===== src/rtl/clk_switch_pkg.sv =====
// Shared types and constants for the AXI/pixel clock-switch sequencer.
package clk_switch_pkg;

    typedef enum logic [2:0] {
        StIdle,
        StOff,
        StCheck,
        StOn,
        StResp
    } sw_state_e;

    localparam logic CLK_SEL_AXI = 1'b0;
    localparam logic CLK_SEL_PIX = 1'b1;

    function automatic int unsigned max3(input int unsigned a, input int unsigned b,
                                         input int unsigned c);
        int unsigned m;
        m = (a > b) ? a : b;
        return (m > c) ? m : c;
    endfunction

endpackage


===== src/rtl/bit_sync_edge.sv =====
// Two-flop synchronizer followed by an edge detector; pulses once per input transition.
module bit_sync_edge (
    input  logic clk0,
    input  logic clk0_rst_n,
    input  logic din,
    output logic pulse
);

    logic sync1_q, sync2_q, prev_q;

    always_ff @(posedge clk0 or negedge clk0_rst_n) begin
        if (!clk0_rst_n) begin
            sync1_q <= 1'b0;
            sync2_q <= 1'b0;
            prev_q  <= 1'b0;
        end else begin
            sync1_q <= din;
            sync2_q <= sync1_q;
            prev_q  <= sync2_q;
        end
    end

    assign pulse = sync2_q ^ prev_q;

endmodule


===== src/rtl/clk_switch_ctrl.sv =====
// Break-before-make sequencer for the glitch-free AXI (clk0) / pixel (clk1) clock switch.
module clk_switch_ctrl
    import clk_switch_pkg::*;
#(
    parameter int unsigned OFF_CYCLES    = 8,
    parameter int unsigned ON_CYCLES     = 8,
    parameter int unsigned ALIVE_TIMEOUT = 256,
    parameter int unsigned CNT_W         = $clog2(max3(OFF_CYCLES, ON_CYCLES, ALIVE_TIMEOUT) + 1)
) (
    input  logic clk0,
    input  logic clk0_rst_n,
    input  logic req_valid,
    input  logic req_sel,
    output logic req_ready,
    output logic resp_valid,
    output logic resp_sel,
    output logic resp_err,
    input  logic clk1_beat,
    output logic clk0_enable,
    output logic clk1_enable,
    output logic cur_sel,
    output logic busy
);

    localparam logic [CNT_W-1:0] OFF_LAST   = CNT_W'(OFF_CYCLES - 1);
    localparam logic [CNT_W-1:0] ON_LAST    = CNT_W'(ON_CYCLES - 1);
    localparam logic [CNT_W-1:0] ALIVE_LAST = CNT_W'(ALIVE_TIMEOUT - 1);
    localparam logic [CNT_W-1:0] CNT_MAX    = '1;

    sw_state_e        state_q, state_d;
    logic [CNT_W-1:0] cnt_q, cnt_d, cnt_inc;
    logic             edge_seen_q, edge_seen_d;
    logic             target_q, target_d;
    logic             old_q, old_d;
    logic             err_q, err_d;
    logic             cur_sel_q, cur_sel_d;
    logic             clk0_en_q, clk0_en_d;
    logic             clk1_en_q, clk1_en_d;
    logic             beat_edge;
    logic             enter_on;
    logic             on_sel;

    bit_sync_edge u_beat_sync (
        .clk0       (clk0),
        .clk0_rst_n (clk0_rst_n),
        .din        (clk1_beat),
        .pulse      (beat_edge)
    );

    assign cnt_inc = (cnt_q == CNT_MAX) ? cnt_q : cnt_q + 1'b1;

    always_comb begin
        state_d     = state_q;
        cnt_d       = cnt_q;
        edge_seen_d = edge_seen_q;
        target_d    = target_q;
        old_d       = old_q;
        err_d       = err_q;
        cur_sel_d   = cur_sel_q;
        clk0_en_d   = clk0_en_q;
        clk1_en_d   = clk1_en_q;
        enter_on    = 1'b0;
        on_sel      = target_q;

        unique case (state_q)
            StIdle: begin
                cnt_d = '0;
                if (req_valid) begin
                    target_d = req_sel;
                    old_d    = cur_sel_q;
                    if (req_sel == cur_sel_q) begin
                        state_d = StResp;
                    end else begin
                        state_d   = StOff;
                        clk0_en_d = 1'b0;
                        clk1_en_d = 1'b0;
                    end
                end
            end
            StOff: begin
                cnt_d = cnt_inc;
                if (cnt_q == OFF_LAST) begin
                    cnt_d       = '0;
                    edge_seen_d = 1'b0;
                    // clk0 never stops, so only a move to clk1 needs a liveness check
                    if (target_q == CLK_SEL_PIX) begin
                        state_d = StCheck;
                    end else begin
                        enter_on = 1'b1;
                    end
                end
            end
            StCheck: begin
                cnt_d = cnt_inc;
                if (beat_edge && edge_seen_q) begin
                    enter_on = 1'b1;
                end else if (cnt_q == ALIVE_LAST) begin
                    err_d    = 1'b1;
                    target_d = old_q;
                    on_sel   = old_q;
                    enter_on = 1'b1;
                end else if (beat_edge) begin
                    edge_seen_d = 1'b1;
                end
            end
            StOn: begin
                cnt_d = cnt_inc;
                if (cnt_q == ON_LAST) begin
                    state_d = StResp;
                end
            end
            StResp: begin
                state_d = StIdle;
                err_d   = 1'b0;
            end
            default: begin
                state_d = StIdle;
            end
        endcase

        if (enter_on) begin
            state_d   = StOn;
            cnt_d     = '0;
            cur_sel_d = on_sel;
            clk0_en_d = (on_sel == CLK_SEL_AXI);
            clk1_en_d = (on_sel == CLK_SEL_PIX);
        end
    end

    always_ff @(posedge clk0 or negedge clk0_rst_n) begin
        if (!clk0_rst_n) begin
            state_q     <= StIdle;
            cnt_q       <= '0;
            edge_seen_q <= 1'b0;
            target_q    <= CLK_SEL_AXI;
            old_q       <= CLK_SEL_AXI;
            err_q       <= 1'b0;
            cur_sel_q   <= CLK_SEL_AXI;
            clk0_en_q   <= 1'b1;
            clk1_en_q   <= 1'b0;
        end else begin
            state_q     <= state_d;
            cnt_q       <= cnt_d;
            edge_seen_q <= edge_seen_d;
            target_q    <= target_d;
            old_q       <= old_d;
            err_q       <= err_d;
            cur_sel_q   <= cur_sel_d;
            clk0_en_q   <= clk0_en_d;
            clk1_en_q   <= clk1_en_d;
        end
    end

    assign req_ready   = (state_q == StIdle);
    assign busy        = (state_q != StIdle);
    assign resp_valid  = (state_q == StResp);
    assign resp_sel    = cur_sel_q;
    assign resp_err    = err_q;
    assign cur_sel     = cur_sel_q;
    assign clk0_enable = clk0_en_q;
    assign clk1_enable = clk1_en_q;

endmodule


===== config.mk =====
export PLATFORM = sky130hd
export DESIGN_NAME = clk_switch_ctrl
export DESIGN_NICKNAME = d
export VERILOG_FILES = /design/src/rtl/clk_switch_pkg.sv /design/src/rtl/bit_sync_edge.sv /design/src/rtl/clk_switch_ctrl.sv
export SDC_FILE = /design/constraint.sdc
export NUM_CORES = 1
export LEC_CHECK = 0
export BUFFER_PORTS_ARGS = -buffer_cell sky130_fd_sc_hd__buf_2
export CORE_MARGIN = 4
export CORE_UTILIZATION = 60
export CTS_BUF_LIST = sky130_fd_sc_hd__clkbuf_2
export DETAILED_ROUTE_END_ITERATION = 12
export PLACE_DENSITY = 0.91
export SYNTH_ARGS = -nofsm -noshare
export SYNTH_HDL_FRONTEND = slang
export SYNTH_HIERARCHICAL = 1
export SYNTH_SLANG_ARGS = --single-unit

===== constraint.sdc =====
create_clock -name clk0 -period 5.9 [get_ports clk0]
set_input_delay 0.295 -clock clk0 [delete_from_list [all_inputs] [get_ports clk0]]
set_output_delay 0.295 -clock clk0 [all_outputs]
set_load 0.03 [all_outputs]

==> results of run 1 <==
[sequential cells by signal, indices dropped and copies added, names as in the netlist]
| name | cells |
|---|---|
| edge_seen_q | 1 |
| old_q | 1 |
| clk1_enable | 1 |
| u_beat_sync/sync1_q | 1 |
| cnt_q | 9 |
| u_beat_sync/sync2_q | 1 |
| state_q | 3 |
| target_q | 1 |
| u_beat_sync/prev_q | 1 |
| cur_sel | 1 |
| clk0_enable | 1 |
| resp_err | 1 |
[routing by layer]
metal	GRT usage [%]	wire length, um	up-vias
li1	-	-	458
met1	25.0	1050	446
met2	30.4	1080	29
met3	3.94	120	5
met4	11.1	46	0
met5	0	0	-
[synthesized netlist by cell type (all sizes together) (2+ instances only)]
| library cell | n | area (um2) |
|---|---|---|
| a211oi | 2 | 15.0 |
| a21boi | 2 | 15.0 |
| a21oi | 9 | 45.0 |
| a221oi | 2 | 17.5 |
| a31oi | 2 | 12.5 |
| and2 | 3 | 20.0 |
| and3 | 2 | 12.5 |
| and4 | 3 | 26.3 |
| buf | 3 | 30.0 |
| clkbuf | 5 | 28.8 |
| dfrtp | 21 | 526 |
| inv | 7 | 26.3 |
| mux2 | 2 | 22.5 |
| mux2i | 4 | 40.0 |
| nand2 | 5 | 18.8 |
| nand3 | 2 | 10.0 |
| nand4 | 4 | 25.0 |
| nor2 | 5 | 18.8 |
| nor4 | 2 | 33.8 |
| o211ai | 4 | 30.0 |
| xor2 | 5 | 43.8 |
[final cells by class]
type / instances / area [um2] / share of cell area, %
Clock buffer: 3 / 15.0 / 1.14
Clock inverter: 1 / 30.0 / 2.27
Inverter: 7 / 26.3 / 1.99
Multi-Input combinational cell: 79 / 593 / 44.9
Sequential cell: 22 / 552 / 41.8
Tap cell: 27 / 33.8 / 2.56
Timing Repair Buffer: 13 / 70.1 / 5.31
[logic make-up (layout without fill, tap and decap cells)]
family	after synthesis	count (layout)	synth area share, %
fa+ha+maj	1	1	1.02
compound gates	31	31	18.3
simple gates	35	35	19.5
xor+xnor	6	6	4.27
flops	22	22	44.9
mux	6	6	5.09
buf+inv	15	24	6.92
[timing repair]
| action | CTS | global route |
|---|---|---|
| hold endpoints to repair | 21 | 0 |
| endpoints found under the setup margin | 0 | 0 |
| hold buffers | 1 | 0 |
[path summary, 6_finish.rpt]
kind / start / end / slack (ns) / cells after the start
min in group asynchronous: clk0_rst_n / state_q[1] / 0.40 / 2
hold reg to reg: u_beat_sync/sync1_q / u_beat_sync/sync2_q / 0.39 / 0
setup / recovery: state_q[1] / clk0_enable / 3.80 / 4
hold / removal: clk1_beat / u_beat_sync/sync1_q / 0.03 / 1
max in group asynchronous: clk0_rst_n / clk0_enable / 5.15 / 2
setup reg to reg: state_q[1] / clk0_enable / 3.80 / 4
[worst reg2reg max path, cell delays in order (launching register included)]
cell                      delay, ns
sky130_fd_sc_hd__dfrtp_1       0.60
sky130_fd_sc_hd__or3b_1        0.52
sky130_fd_sc_hd__nor4_4        0.40
sky130_fd_sc_hd__mux2i_1       0.34
sky130_fd_sc_hd__mux2_2        0.21
[stage by stage]
step	instances	utilization, %
after floorplan	116	-
after global placement	147	64.5
after detailed placement	147	64.5
after CTS	152	67.3
after global routing	152	67.3
final	152	67.3
[report_power, final]
group          switching, uW  internal (uW)  leakage (uW)
clock network           47.6           58.5     0.0000266
logic                    102           62.2      0.000266
registers               41.4            180      0.000289
==> reports/results.md, run 1 <==
Outcome
• completed — status

Worst setup path
• 6.21 ns — required time worst endpoint
• 0 — number of buffer and inverter instances along the worst setup path
• reg2reg — type of the setup path with the least slack
• flip-flop — Setup crit end kind
• simple AND/OR/NAND/NOR gates — crit-path leading delay family
• flip-flop — CP Launch Type
• 11 — maximum fanout along the worst path
• sky130_fd_sc_hd__dfrtp_1 — critical-path cell with the highest stage delay
• 0.60 ns — crit-path max cell delay
• or3b_1 > nor4_4 > mux2i_1 > mux2_2 — worst path cell trace
• 2.41 ns — data arrival at the endpoint of the critical path

Clocking
• 1 — H-tree depth
• 3 — number of buffers created by CTS
• 2 — number of buffers on the longest clock path
• 0 — setup bufs post-CTS
• sky130_fd_sc_hd__clkbuf_2 — cell at the root of the clock tree
• 0.21 ns — register clock-pin slew on the reported worst setup and hold paths
• 22 — clock net sink count
• 0 — Post-CTS Resized
• yes — clock tree from TritonCTS
• 0.34 ns — worst skew pair latency

Global routing
• 0 — initial antenna violation count
• 3970 um — wire length of the first global-routing pass
• 19.5% — Total Routing Usage GR
• 23 — largest net degree at the start of global routing
• 0 — leftover overflow at the end of global routing
• 875 — via count of the first global-routing pass

Timing
• 0 ns — Sum Neg Setup Slack
• 53.6% — Max-slew headroom
• 0 — setup-violating endpoint count in the final report
• 0.00942 ns — final clock skew
• 35.5% — Period Utilization, post-route
• 3.80 ns — crit path setup slack, layout
• 0.0336 ns — final worst hold slack
• 2.10 ns — shortest clock period the worst path allows after layout
• false — RSZ-0062 raised after global routing
• 0.477 GHz — maximum clock rate
• 0 — number of hold violations in the final report
• 0.687 ns — worst slew pin tran
• 0 — Final Slew Violations

Cells and area
• sky130_fd_sc_hd__dfrtp_1 — most common library cell in the layout ignoring fill and taps
• 0 — Ant. Diodes
• 1320 um2 — post-route design area
• 7.32% — area growth from synthesis to layout
• sky130_fd_sc_hd__dfrtp_1, sky130_fd_sc_hd__buf_2, sky130_fd_sc_hd__a21oi_1, sky130_fd_sc_hd__inv_1 — top library cells by usage in the layout, fill and taps aside
• 132 — total number of nets in the final design
• 23.2% — share of post-route cells with drive strength above 1
• 168 — filler cell count in the final layout

Floorplan
• 2840 um2 — area of the die
• 53.3 um — die height
• 13 — count of pins on the block boundary
• 1960 um2 — Floorplan Core Area
• 62.7% — starting density of the core
• 16 — Core Rows
• 53.3 um — Die Wd

Route
• 14 — number of DRC markers in iteration 0
• 938 — via total after detailed routing
• 15.1 um — wire per inst
• 0 — remaining antenna violation count after routing
• 0 — remaining design rule violation count
• 4 — Pre-Repair DR Iteration Count
• 6.17 — ratio of routed vias to standard cells
• 2300 um — Final Routed Wirelength

Synth
• 44.9% — Seq/Total Area, Yosys
• 6 — warnings from Yosys
• 116 — number of cells produced by synthesis
• sky130_fd_sc_hd__dfrtp_1 — predominant post-synthesis flop cell
• 0 — count of flip-flops with a built-in enable after synthesis
• 100% — proportion of synthesized flip-flops having asynchronous set or reset
• 10.6 um2 — Post-Synthesis Mean Instance Area
• 47 — number of distinct library cell variants in the gate-level netlist after synthesis
• 1230 um2 — synthesized cell area
• 22 — number of storage elements in the synthesis netlist
• 122 — post-synth net total

Power and ir drop
• 0.000581 uW — reported leakage power
• 0.195 mV — maximum vdd drop
• 491 uW — Design Power
• 372 nW/um2 — power density relative to cell area

Flow run
• 0 — number of max-cap violations

Placed design
• 3.85 ns — worst slack after detailed placement
• 12 — count of input and output buffers
• 1260 um2 — Cell Area, Placed
• 1670 um — DPL Wire Length
• 0.860 — routability congestion estimate

Hold path
• in2reg — Min-Delay Path Class

Note: power is estimated with default switching activity, not from simulation.
==> run 2: changes to the inputs <==
--- a/config.mk
+++ b/config.mk
@@ -7,10 +7,10 @@
 export LEC_CHECK = 0
 export BUFFER_PORTS_ARGS = -buffer_cell sky130_fd_sc_hd__buf_2
 export CORE_MARGIN = 4
-export CORE_UTILIZATION = 60
+export CORE_UTILIZATION = 54
 export CTS_BUF_LIST = sky130_fd_sc_hd__clkbuf_2
 export DETAILED_ROUTE_END_ITERATION = 12
-export PLACE_DENSITY = 0.91
+export PLACE_DENSITY = 0.87
 export SYNTH_ARGS = -nofsm -noshare
 export SYNTH_HDL_FRONTEND = slang
 export SYNTH_HIERARCHICAL = 1
==> constraint.sdc (replaced) <==
create_clock -name clk0 -period 1.9 [get_ports clk0]
set_input_delay 0.095 -clock clk0 [delete_from_list [all_inputs] [get_ports clk0]]
set_output_delay 0.095 -clock clk0 [all_outputs]
set_load 0.03 [all_outputs]
==> reports/results.md, run 2 (synthesis results as in run 1) <==
Floorplan
• 2190 um2 — Floorplan Core Area, +12%
• 56.1% — starting density of the core, -6.6 points
• 3110 um2 — area of the die, +9.4%
• 55.7 um — die height, +4.6%
• 55.7 um — Die Wd, +4.6%
• 17 — Core Rows, +1
• 13 — count of pins on the block boundary, unchanged

Global routing
• 998 — via count of the first global-routing pass, +14%
• 0 — initial antenna violation count, unchanged
• 23 — largest net degree at the start of global routing, unchanged
• 18.7% — Total Routing Usage GR, -0.88 points
• 4560 um — wire length of the first global-routing pass, +15%
• 0 — leftover overflow at the end of global routing, unchanged

Worst setup path
• sky130_fd_sc_hd__dfrtp_1 — critical-path cell with the highest stage delay
• 1 — number of buffer and inverter instances along the worst setup path, +1
• flip-flop — CP Launch Type
• target_q — terminus of the critical flop-to-flop path
• reg2reg — type of the setup path with the least slack
• 0.43 ns — crit-path max cell delay, -0.17 ns
• simple AND/OR/NAND/NOR gates — crit-path leading delay family
• flip-flop — Setup crit end kind
• state_q[0] — start point of the critical path
• state_q[0] — startpoint of the most critical register-to-register path
• target_q — endpoint of the most critical setup path
• 5 — number of gates on the worst path with buffers counted, +1
• 2.17 ns — required time worst endpoint, -4.04 ns
• 2.13 ns — data arrival at the endpoint of the critical path, -0.28 ns
• 0.04 ns — register-to-register setup slack, -3.76 ns
• 5 — Register-to-Register Path Depth, +1
• 3 — maximum fanout along the worst path, -8
• or3b_4 > nor4_4 > buf_4 > nor3b_1 > a221o_2 — worst path cell trace

Clocking
• 3 — number of buffers created by CTS, unchanged
• yes — clock tree from TritonCTS
• 2 — number of buffers on the longest clock path, unchanged
• 22 — clock net sink count, unchanged
• sky130_fd_sc_hd__clkbuf_2 — cell at the root of the clock tree
• 0.35 ns — worst skew pair latency, about the same
• 1 — H-tree depth, unchanged
• 0.23 ns — register clock-pin slew on the reported worst setup and hold paths, +0.02 ns

Timing
• 97.7% — Period Utilization, post-route, +62 points
• 67.3% — Max-slew headroom, +14 points
• 0.491 ns — worst slew pin tran, -0.196 ns
• 0 — number of hold violations in the final report, unchanged
• 0 ns — Sum Neg Setup Slack, unchanged
• 0 — setup-violating endpoint count in the final report, unchanged
• true — RSZ-0062 raised after global routing
• 0 — Final Slew Violations, unchanged
• 0.539 GHz — maximum clock rate, +13%
• 0.00410 ns — final clock skew, -0.00532 ns
• 1.86 ns — shortest clock period the worst path allows after layout, -0.240 ns

Cells and area
• 18.1% — area growth from synthesis to layout
• 66.3% — post-layout utilization of the core, -0.98 points
• cnt_q — most flop-heavy register
• sky130_fd_sc_hd__dfrtp_1 — most common library cell in the layout ignoring fill and taps
• 9 — number of flip-flops in the largest register, unchanged
• 146 — total number of nets in the final design, +11%
• cnt_q (9), state_q (3) — biggest registers after layout
• 31.7% — share of post-route cells with drive strength above 1, +8.5 points
• 0 — Ant. Diodes, unchanged
• 552 um2 — flip-flop and latch area, unchanged
• sky130_fd_sc_hd__dfrtp_1, sky130_fd_sc_hd__buf_2, sky130_fd_sc_hd__buf_4, sky130_fd_sc_hd__a21oi_1, sky130_fd_sc_hd__inv_1 — top library cells by usage in the layout, fill and taps aside
• 156 — filler cell count in the final layout, -7.1%
• 1450 um2 — post-route design area, +10%
• 614 um2 — area taken by multi-input logic gates, +3.6%

Route
• 2930 um — Final Routed Wirelength, +28%
• 51 — number of DRC markers in iteration 0, +37
• 17.5 um — wire per inst, +16%
• 4 — Pre-Repair DR Iteration Count, unchanged
• 6.47 — ratio of routed vias to standard cells, +4.9%
• 0 — remaining antenna violation count after routing, unchanged
• 1081 — via total after detailed routing, +15%
• 0 — remaining design rule violation count, unchanged

Power and ir drop
• 662 uW — switching power, +250%
• 0.774 mV — maximum vdd drop, +300%
• 39.0% — Seq pwr share, -6.0 points
• 40.5% — combinational share of power, +7.1 points
• 998 uW — internal power consumption, +230%
• 1140 nW/um2 — power density relative to cell area, +210%
• 39.9% — net switching fraction of the power, +1.1 points
• 0.000659 uW — reported leakage power, +13%
• 20.5% — Clock Power Share, -1.1 points

Placed design
• 0.861 — routability congestion estimate, +0.10%
• 1950 um — DPL Wire Length, +16%
• 1350 um2 — Cell Area, Placed, +6.5%
• 12 — count of input and output buffers, unchanged

Flow run
• 0 — number of max-cap violations, unchanged

Outcome
• completed — status

Hold path
• in2reg — Min-Delay Path Class

[run 2: cell types whose count changed in the layout (fill, tap and decap cells not counted), sizes merged]
cell | previous run | this run
buf | 12 | 24
dlygate4sd3 | 1 | 3
[run 2: how the worst min path moves through the flow]
| stage | from | endpoint | slack (ns) | cells after the start |
|---|---|---|---|---|
| 2_1_floorplan | clk0_rst_n | clk1_enable | -0.20 | 0 |
| 3_5_place_dp | clk0_rst_n | cnt_q[5] | 0.08 | 1 |
| 6_report | req_valid | state_q[2] | 0.1 | 3 |
| 3_3_place_gp | clk0_rst_n | cnt_q[6] | 0.08 | 1 |
| 4_1_cts | req_sel | target_q | 0.01 | 2 |
| 5_1_grt | req_valid | state_q[2] | 0.07 | 3 |
[run 2: worst min-delay path: stages]
cell and delay [ns]:
sky130_fd_sc_hd__buf_2 0.10, sky130_fd_sc_hd__or4b_2 0.19, sky130_fd_sc_hd__a21oi_1 0.06
[run 2: what timing repair did]
action / 4_1_cts / 5_1_grt
pin swaps: 0 / 2
hold endpoints to repair: 22 / 1
setup endpoints to repair: 2 / 6
setup buffers: 0 / 2
gates resized for setup: 2 / 2
hold buffers: 2 / 1
[run 2: power groups by stage]
stage / Clock (uW) / Sequential [uW] / Combinational, uW
floorplan: 0 / 652 / 458
global placement: 0 / 639 / 587
detailed placement: 0 / 648 / 623
CTS: 337 / 641 / 635
global route: 362 / 655 / 724
finish: 339 / 647 / 673
[run 2: metal layers]
layer / part of all wire (%) / GRT usage [%] / vias to the layer above / wire length (um)
li1: - / - / 481 / -
met3: 6.3 / 3.71 / 17 / 184
met1: 40 / 22.8 / 526 / 1170
met2: 49 / 31.4 / 57 / 1450
met4: 4.3 / 8.68 / 0 / 127
met5: 0 / 0 / - / 0
[run 2: final cells by class]
class / instances / area share (%)
clock buffer: 3 / 1.03
clock inverter: 1 / 2.07
inverter: 7 / 1.81
multi-input combinational: 79 / 42.3
sequential: 22 / 38.0
tap: 28 / 2.41
timing repair buffer: 27 / 12.4
[run 2: per-stage QoR]
step	std cells	setup WS (ns)	power [uW]	hold slack [ns]
after floorplan	116	0.00159	1110	-0.201
after global placement	158	0.122	1230	0.0768
after detailed placement	158	0.00333	1270	0.0834
after global routing	167	-0.0158	1740	0.0650
final	167	0.0442	1660	0.0973
after CTS	164	0.0200	1610	0.0120
==> run 3: changes to the inputs <==
--- a/config.mk
+++ b/config.mk
@@ -7,10 +7,11 @@
 export LEC_CHECK = 0
 export BUFFER_PORTS_ARGS = -buffer_cell sky130_fd_sc_hd__buf_2
 export CORE_MARGIN = 4
-export CORE_UTILIZATION = 54
+export CORE_UTILIZATION = 34
 export CTS_BUF_LIST = sky130_fd_sc_hd__clkbuf_2
 export DETAILED_ROUTE_END_ITERATION = 12
-export PLACE_DENSITY = 0.87
+export PLACE_DENSITY = 0.63
+export SETUP_SLACK_MARGIN = 0.4
 export SYNTH_ARGS = -nofsm -noshare
 export SYNTH_HDL_FRONTEND = slang
 export SYNTH_HIERARCHICAL = 1
==> reports/results.md, run 3 (synthesis results as in run 1) <==
Outcome
• completed — status

Worst setup path
• sky130_fd_sc_hd__dfrtp_1 — critical-path cell with the highest stage delay
• 5 — maximum fanout along the worst path, +2
• 0.46 ns — crit-path max cell delay, +0.03 ns
• ha_4 > and4_2 > a31oi_4 > o32a_4 > mux2_4 — worst path cell trace
• flip-flop — Setup crit end kind
• 2.02 ns — data arrival at the endpoint of the critical path, -0.11 ns
• reg2reg — type of the setup path with the least slack
• 2.19 ns — required time worst endpoint, +0.02 ns
• flip-flop — CP Launch Type

Clocking
• sky130_fd_sc_hd__clkbuf_2 — cell at the root of the clock tree
• 1 — H-tree depth, unchanged
• 2 — number of buffers on the longest clock path, unchanged
• 0.22 ns — register clock-pin slew on the reported worst setup and hold paths, about the same
• yes — clock tree from TritonCTS
• 22 — clock net sink count, unchanged
• 3 — number of buffers created by CTS, unchanged
• 0.33 ns — worst skew pair latency, -0.02 ns

Global routing
• 4710 um — wire length of the first global-routing pass, +3.2%
• 23 — largest net degree at the start of global routing, unchanged
• 0 — initial antenna violation count, unchanged
• 17.6% — met1 usage, -5.2 points
• 1016 — via count of the first global-routing pass, +1.8%
• 21.8% — GR met2 Demand/Resource, -9.6 points
• met2 — Most Crowded Layer GR
• 0 — leftover overflow at the end of global routing, unchanged
• 13.2% — Total Routing Usage GR, -5.5 points
• 3.78% — met3 Resource Use GR, +0.064 points

Cells and area
• sky130_fd_sc_hd__buf_4 — most common library cell in the layout ignoring fill and taps
• 9 — number of flip-flops in the largest register, unchanged
• 51.3% — share of post-route cells with drive strength above 1, +20 points
• 44.0% — area growth from synthesis to layout
• 769 um2 — area taken by multi-input logic gates, +25%
• sky130_fd_sc_hd__buf_4, sky130_fd_sc_hd__dfrtp_1, sky130_fd_sc_hd__buf_2, sky130_fd_sc_hd__buf_6 — top library cells by usage in the layout, fill and taps aside
• 163 — total number of nets in the final design, +12%
• cnt_q — most flop-heavy register
• 558 um2 — flip-flop and latch area, +1.1%
• 309 — filler cell count in the final layout, +98%
• cnt_q (9), state_q (3) — biggest registers after layout
• 0 — Ant. Diodes, unchanged

Power and ir drop
• 1110 uW — internal power consumption, +11%
• 41.9% — net switching fraction of the power, +2.0 points
• 10.0% — Clock Power Share, -10 points
• 1080 nW/um2 — power density relative to cell area, -5.8%
• 1910 uW — Design Power, +15%
• 0.000755 uW — reported leakage power, +15%
• 34.3% — Seq pwr share, -4.7 points
• 55.7% — combinational share of power, +15 points
• 0.439 mV — maximum vdd drop, -43%
• 798 uW — switching power, +21%

Timing
• 0.169 ns — crit path setup slack, layout, +0.125 ns
• 0 — number of hold violations in the final report, unchanged
• true — RSZ-0062 raised after global routing
• 0.578 GHz — maximum clock rate, +7.2%
• 1.73 ns — shortest clock period the worst path allows after layout, -0.125 ns
• 0 ns — Sum Neg Setup Slack, unchanged
• 0.0121 ns — final clock skew, +0.00795 ns
• 65.7% — Max-slew headroom, -1.6 points
• 0 — setup-violating endpoint count in the final report, unchanged
• 91.1% — Period Utilization, post-route, -6.6 points
• 0 — Final Slew Violations, unchanged
• 0.130 ns — final worst hold slack, +0.0331 ns
• 0.514 ns — worst slew pin tran, +0.0235 ns

Hold path
• in2reg — Min-Delay Path Class

Route
• 0 — remaining design rule violation count, unchanged
• 53 — number of DRC markers in iteration 0, +3.9%
• 3260 um — Final Routed Wirelength, +11%
• 7 — Pre-Repair DR Iteration Count, +3
• 16.1 um — wire per inst, -8.0%
• 0 — remaining antenna violation count after routing, unchanged
• 1120 — via total after detailed routing, +3.6%
• 5.54 — ratio of routed vias to standard cells, -14%

Placed design
• 1870 um — DPL Wire Length, -3.9%
• 0.0519 ns — worst slack after detailed placement, +0.0486 ns
• 0.826 — routability congestion estimate, -4.1%
• 12 — count of input and output buffers, unchanged

Floorplan
• 68.1 um — Die Wd, +22%
• 4640 um2 — area of the die, +50%
• 68.1 um — die height, +22%
• 13 — count of pins on the block boundary, unchanged
• 3420 um2 — Floorplan Core Area, +56%
• 36.0% — starting density of the core, -20 points
• 21 — Core Rows, +4

Flow run
• 0 — number of max-cap violations, unchanged

-- run 3: changes by cell type in the layout (fill, tap and decap cells not counted), sizes merged --
cell | previous run | this run
buf | 24 | 40
bufinv | 1 | 0
clkinv | 0 | 1
clkinvlp | 0 | 1
inv | 7 | 6
o22ai | 1 | 2
-- run 3: layer usage --
layer  wire length [um]  part of all wire (%)
met4                 32                  0.98
met5                  0                     0
met3                155                   4.8
met2               1700                    52
met1               1370                    42
-- run 3: power by group through the flow --
stage	combinational (uW)	clock (uW)	sequential [uW]
2_1_floorplan	482	0	656
3_3_place_gp	629	0	645
3_5_place_dp	634	0	649
4_1_cts	817	204	643
5_1_grt	1130	223	663
6_report	1060	191	654
-- run 3: path summary, 6_finish.rpt --
kind	startpoint	end	slack, ns	cells after the start
min	req_valid	state_q[2]	0.13	3
min reg2reg	u_beat_sync/sync1_q	u_beat_sync/sync2_q	0.38	0
min in group asynchronous	clk0_rst_n	state_q[1]	0.23	2
max	cnt_q[1]	clk0_enable	0.17	5
max reg2reg	cnt_q[1]	clk0_enable	0.17	5
max in group asynchronous	clk0_rst_n	cnt_q[5]	1.29	2
-- run 3: final cells by class --
cell class / instances / area share, %
tap: 46 / 3.25
multi-input combinational: 80 / 43.4
timing repair buffer: 43 / 19.1
sequential: 22 / 31.5
clock inverter: 1 / 0.212
inverter: 7 / 1.69
clock buffer: 3 / 0.847
-- run 3: worst max-delay path, delay by kind of cell (launching register included) --
family / cells / cell delay (ns)
compound gates: 2 / 0.50
fa+ha+maj: 1 / 0.19
flops: 1 / 0.46
mux: 1 / 0.29
simple gates: 1 / 0.26
-- run 3: what timing repair did --
action | CTS | global route
gates resized for setup | 20 | 20
cloned | 0 | 1
hold buffers | 3 | 0
endpoints found under the setup margin | 17 | 20
pin swaps | 4 | 12
buffers inserted | 9 | 12
endpoints found under the hold margin | 23 | 0
-- run 3: through the flow --
stage	cell area [um2]	utilization, %	cells
2_1_floorplan	1290	-	116
3_3_place_gp	1400	40.8	173
3_5_place_dp	1400	40.8	173
4_1_cts	1570	46.0	189
5_1_grt	1770	51.9	202
6_report	1770	51.9	202
